### src/rtl/dnn_dot_engine.sv
// Single-neuron dot-product engine: fetches bias, weight row and activations over
// Avalon-MM, accumulates Q16.16 products and writes relu?(sum + bias) back.
module dnn_dot_engine (
  input  logic        clk,
  input  logic        rst_n,
  input  logic        enable,
  output logic        operating,
  input  logic [31:0] bias_v_addr,
  input  logic [31:0] weight_m_addr,
  input  logic [31:0] activ_addr,
  input  logic [31:0] out_activ_addr,
  input  logic [31:0] activ_len,
  input  logic [31:0] relu,
  input  logic        master_waitrequest,
  output logic [31:0] master_address,
  output logic        master_read,
  input  logic [31:0] master_readdata,
  input  logic        master_readdatavalid,
  output logic        master_write,
  output logic [31:0] master_writedata
);
  typedef enum logic [3:0] {IDLE, RD_BIAS, WT_BIAS, RD_W, WT_W, RD_A, WT_A, MAC, WR} state_t;
  state_t state, state_nxt;

  logic [31:0]        bias_addr_q, w_addr_q, a_addr_q, out_addr_q, len_q;
  logic               relu_q;
  logic [31:0]        bias_q, w_q, a_q, acc, k;
  logic [31:0]        k_off, sum;
  logic signed [63:0] prod;
  logic               prod_unused;

  assign k_off       = {k[29:0], 2'b00};
  assign prod        = $signed({{32{w_q[31]}}, w_q}) * $signed({{32{a_q[31]}}, a_q});
  assign prod_unused = ^{prod[63:48], prod[15:0]};
  assign sum         = acc + bias_q;

  // Run parameters are captured once at start so the control block may reprogram freely.
  always_ff @(posedge clk) begin
    if (state == IDLE && enable) begin
      bias_addr_q <= bias_v_addr;
      w_addr_q    <= weight_m_addr;
      a_addr_q    <= activ_addr;
      out_addr_q  <= out_activ_addr;
      len_q       <= activ_len;
      relu_q      <= (relu != 32'd0);
    end
  end

  always_ff @(posedge clk) begin
    if (!rst_n) begin
      state  <= IDLE;
      acc    <= '0;
      k      <= '0;
      bias_q <= '0;
      w_q    <= '0;
      a_q    <= '0;
    end else begin
      state <= state_nxt;
      case (state)
        IDLE:    if (enable) begin acc <= '0; k <= '0; end
        WT_BIAS: if (master_readdatavalid) bias_q <= master_readdata;
        WT_W:    if (master_readdatavalid) w_q <= master_readdata;
        WT_A:    if (master_readdatavalid) a_q <= master_readdata;
        MAC: begin
          acc <= acc + prod[47:16];
          k   <= k + 32'd1;
        end
        default: ;
      endcase
    end
  end

  always_comb begin
    state_nxt = state;
    case (state)
      IDLE:    if (enable) state_nxt = RD_BIAS;
      RD_BIAS: if (!master_waitrequest) state_nxt = WT_BIAS;
      WT_BIAS: if (master_readdatavalid) state_nxt = (len_q == 32'd0) ? WR : RD_W;
      RD_W:    if (!master_waitrequest) state_nxt = WT_W;
      WT_W:    if (master_readdatavalid) state_nxt = RD_A;
      RD_A:    if (!master_waitrequest) state_nxt = WT_A;
      WT_A:    if (master_readdatavalid) state_nxt = MAC;
      MAC:     state_nxt = (k + 32'd1 == len_q) ? WR : RD_W;
      WR:      if (!master_waitrequest) state_nxt = IDLE;
      default: state_nxt = IDLE;
    endcase
  end

  // Bus outputs depend only on state and latched registers, never on waitrequest.
  always_comb begin
    operating        = (state != IDLE);
    master_read      = 1'b0;
    master_write     = 1'b0;
    master_address   = '0;
    master_writedata = '0;
    case (state)
      RD_BIAS: begin master_read = 1'b1; master_address = bias_addr_q;      end
      RD_W:    begin master_read = 1'b1; master_address = w_addr_q + k_off; end
      RD_A:    begin master_read = 1'b1; master_address = a_addr_q + k_off; end
      WR: begin
        master_write     = 1'b1;
        master_address   = out_addr_q;
        master_writedata = (relu_q && sum[31]) ? 32'd0 : sum;
      end
      default: ;
    endcase
  end
endmodule

### config.mk
export PLATFORM = sky130hd
export DESIGN_NAME = dnn_dot_engine
export DESIGN_NICKNAME = d
export VERILOG_FILES = /design/src/rtl/dnn_dot_engine.sv
export SDC_FILE = /design/constraint.sdc
export NUM_CORES = 2
export LEC_CHECK = 0
export ABC_AREA = 1
export BUFFER_PORTS_ARGS = -buffer_cell sky130_fd_sc_hd__buf_4
export CORE_MARGIN = 2
export CORE_UTILIZATION = 37
export CTS_CLUSTER_DIAMETER = 100
export DETAILED_ROUTE_END_ITERATION = 8
export GPL_TIMING_DRIVEN = 0
export PLACE_DENSITY = 0.67
export SLEW_MARGIN = 5
export SYNTH_ARGS = -nofsm -noshare
export SYNTH_HDL_FRONTEND = slang
export SYNTH_SLANG_ARGS = --single-unit
### constraint.sdc
create_clock -name clk -period 9.5 [get_ports clk]
set_input_delay 1.9 -clock clk [delete_from_list [all_inputs] [get_ports clk]]
set_output_delay 1.9 -clock clk [all_outputs]
set_load 0.005 [all_outputs]
==> results.md <==
- Fin crit share: 0.983
- Mux cell area share after synthesis: 0.000207
- Min Hold Slack: 0.456 ns
- RSZ-0062 raised after global routing: yes
- CTS H-Tree Depth: 2
- Gr ovfl total: 0
- Vias/cell: 5.08
- Crit. End Element: register
- Setup WS post-layout: 0.162 ns
- Core Region: 130000 sq um
- TritonCTS buffer count: 36
- Synth Area in Compound Gates: 0.0711
- Worst path slowest cell: fa_1
- Pwr Total: 0.00434 W
- Status: completed
- Clock power frac: 0.334
- Number of flops mapped to enable cells by yosys: 161
- Net switching power: 0.00143 W
- Dpl ws: -0.607 ns
- Synthesized area: 48500 sq um
- Final Max Tran Viols: 0
- Net Sw Frac: 0.330
- Hold wc startpoint: bias_q[7]
- Initial core utilization: 0.373
- Worst vdd ir: 0.000169 V
- Synth Register Bits: 325
- Flop pwr share: 0.421
- Crit Path Category: reg2reg
- GPL Wtd Cong: 1.06
- Hold path endpoint: bias_q[7]
- Required @ worst endpoint: 10.00 ns
- Final antenna-violating net count: 0
- Yosys warnings: 0
- Avg Inst Size Synth: 7.73 sq um
- Power Internal: 0.00291 W
- Worst Reg-to-Reg Cells: 32
- Ports: 296
- Vias in the first global route: 42900
- Dpl hpwl: 150000 um
- Max_slew headroom: 0.162
- Clk_lat worst skew: 0.57 ns
- Cell Rows: 132
- Power Dens Cells: 79.6 nW/um^2
- Via count: 42400
- Post-Synth XOR/XNOR Area: 0.0172
- R2R setup slack: 0.16 ns
- Final Skew: 0.0184 ns
- Final setup viols: 0
- Crit-path most repeated cell: fa_1
- Worst stage delay on the critical path: 0.59 ns
- Max-cap viol count: 0
- Worst flop-to-flop path startpoint: w_q[26]
- Root buffer cell: clkbuf_16
- Final Hold Viols: 0
- First-pass GRT wire length: 267000 um
- Gr usage total: 0.264
- Worst min path class: reg2reg
- WHS Path Cells: 2
- Clock sinks: 325
- Mapped Nets: 7591
- CTS tree: yes
- Post-synthesis sequential area ratio: 0.168
- Synth Area in Adders: 0.414
- Largest net degree at the start of global routing: 37
- Top FF cell, synth: dfxtp_1
- R2R Path End: acc[31]
- Netlist cell types: 51
- Worst-path fanout max: 10
- DR WL/cell: 21.3 um
- Nets: 7899
- Worst-margin pin slew: 1.25 ns
- Critical path data arrival time: 9.84 ns
- Clk slew on worst S/H paths: 0.07 ns
- Post-route DRC: 0
- Design Area, Final: 54600 sq um
- Async S/R FF share, synth: 0
- Post-CTS Hold Fix Bufs: 0
- Antenna violations before repair: 21
- Maximum clock insertion buffer count: 3
- Die area: 134000 sq um
- Syn-to-layout area delta: 12.6%
- FMAX: 0.107 GHz
- Drt pass-1 iters: 6
- PortBufs: 295
- Iter 0 DRT Violations: 3987
- Drt total wl: 178000 um
- Post-DP Area: 52900 sq um
- Largest family of logic cells by synthesized area: adder cells
- P_leak: 29.6 nW
- Combinational share of power: 0.246
- Die W: 366 um
- Height of the die: 366 um
- Simple-gate share of the synthesized area: 0.184
- Synth Instances: 6265
- Final design utilization: 0.420
- Fill cells: 13200
- Element type at the critical path start: register
- Share of layout cells above drive strength 1: 0.0918
- Period minus WS final: 9.34 ns
synthesized netlist by cell type (21+ instances only):
cell | instances | area [sq um]
nand2_1 | 1671 | 6270
inv_1 | 1615 | 6060
fa_1 | 841 | 16800
a21oi_1 | 349 | 1750
ha_1 | 256 | 3200
nor2_1 | 252 | 946
clkbuf_1 | 251 | 942
nand3_1 | 173 | 866
o21ai_0 | 166 | 831
dfxtp_1 | 164 | 3280
edfxtp_1 | 161 | 4830
xor2_1 | 51 | 447
xnor2_1 | 44 | 385
nand3b_1 | 31 | 233
nor3_1 | 30 | 150
o211ai_1 | 21 | 158
critical path: cells and delay by family (launching register included):
family                   cells  cell delay (ns)
XOR/XNOR                     1             0.31
flip-flops                   1             0.52
buffers and inverters        5             0.80
adder cells (fa/ha/maj)     10             4.82
AND/OR/NAND/NOR              7             0.86
AO/OA/AOI/OAI                9             1.93
cell type report:
cell class / instances / area (sq um) / area share
multi-input combinational: 4049 / 33400 / 0.611
sequential: 325 / 8190 / 0.150
inverter: 1619 / 6080 / 0.111
timing repair buffer: 302 / 2320 / 0.0425
tap: 1742 / 2180 / 0.0399
buffer: 240 / 1260 / 0.0230
clock buffer: 50 / 1000 / 0.0184
clock inverter: 16 / 175 / 0.00321
antenna: 8 / 20.0 / 0.000367
placed cells by master (no fill, tap or decap), types with 5 or more instances in the layout:
master | Yosys | routed
a21o_1 | 13 | 13
a21oi_1 | 349 | 345
a21oi_2 | 2 | 6
a31oi_1 | 19 | 19
buf_2 | 9 | 25
buf_4 | 0 | 310
buf_6 | 0 | 13
clkbuf_1 | 251 | 97
clkbuf_16 | 0 | 37
clkbuf_2 | 0 | 81
clkbuf_4 | 0 | 20
clkinv_2 | 0 | 5
dfxtp_1 | 164 | 127
dfxtp_2 | 0 | 27
dfxtp_4 | 0 | 10
diode_2 | 0 | 8
edfxtp_1 | 161 | 161
fa_1 | 841 | 840
ha_1 | 256 | 253
inv_1 | 1615 | 1614
nand2_1 | 1671 | 1671
nand3_1 | 173 | 172
nand3b_1 | 31 | 31
nand4_1 | 16 | 16
nor2_1 | 252 | 251
nor3_1 | 30 | 30
nor4_1 | 17 | 15
o211ai_1 | 21 | 21
o21a_1 | 13 | 13
o21ai_0 | 166 | 164
o21ai_1 | 10 | 11
o21bai_1 | 14 | 14
or2_2 | 16 | 16
xnor2_1 | 44 | 42
xor2_1 | 51 | 46
xor2_2 | 0 | 5
metrics by stage:
| stage | std cells | setup TNS, ns |
|---|---|---|
| floorplan | 6265 | 0 |
| global placement | 8302 | -6.56 |
| detailed placement | 8306 | -6.45 |
| CTS | 8348 | 0 |
| global route | 8343 | -0.0495 |
| finish | 8351 | 0 |
timing repair:
action	4_1_cts	5_1_grt
buffers inserted	2	1
pin swaps	0	3
setup endpoints to repair	20	16
gates resized for setup	120	271
per-layer routing:
layer / vias to the layer above / GRT usage / share of wire
li1: 19100 / - / -
met1: 20800 / 0.341 / 0.39
met2: 2061 / 0.417 / 0.45
met3: 417 / 0.0739 / 0.11
met4: 24 / 0.108 / 0.047
met5: - / 0 / 0.00080
cell families (layout without fill, tap and decap cells):
logic type,Yosys count,count (layout)
AO/OA/AOI/OAI,634,634
XOR/XNOR,95,95
adder cells (fa/ha/maj),1097,1097
buffers and inverters,1891,2227
flip-flops,325,325
multiplexers,1,1
other,0,8
AND/OR/NAND/NOR,2222,2222
power by group through the flow:
stage / logic [W] / registers, W / clock network, W
2_1_floorplan: 0.000543 / 0.00185 / 0
6_report: 0.00107 / 0.00183 / 0.00145
4_1_cts: 0.00105 / 0.00183 / 0.00146
3_3_place_gp: 0.00101 / 0.00190 / 0
3_5_place_dp: 0.00105 / 0.00185 / 0
5_1_grt: 0.00114 / 0.00184 / 0.00152
registers in the layout (all words and copies together) (netlist names), 4 cells and up:
name         flops
a_q             32
out_addr_q      32
w_addr_q        32
a_addr_q        32
bias_q          32
acc             32
state            4
w_q             32
bias_addr_q     32
len_q           32
k               32
how the worst max path moves through the flow:
stage / endpoint / startpoint / slack [ns] / cells after the start
3_5_place_dp: acc[29] / w_q[0] / -0.61 / 36
6_report: acc[31] / w_q[26] / 0.16 / 32
3_3_place_gp: acc[29] / w_q[0] / -0.69 / 36
5_1_grt: acc[30] / a_q[17] / -0.02 / 34
4_1_cts: acc[29] / a_q[4] / 0.0009 / 38
2_1_floorplan: acc[30] / w_q[15] / 1.52 / 43
Power figures use the tool's default switching activity.
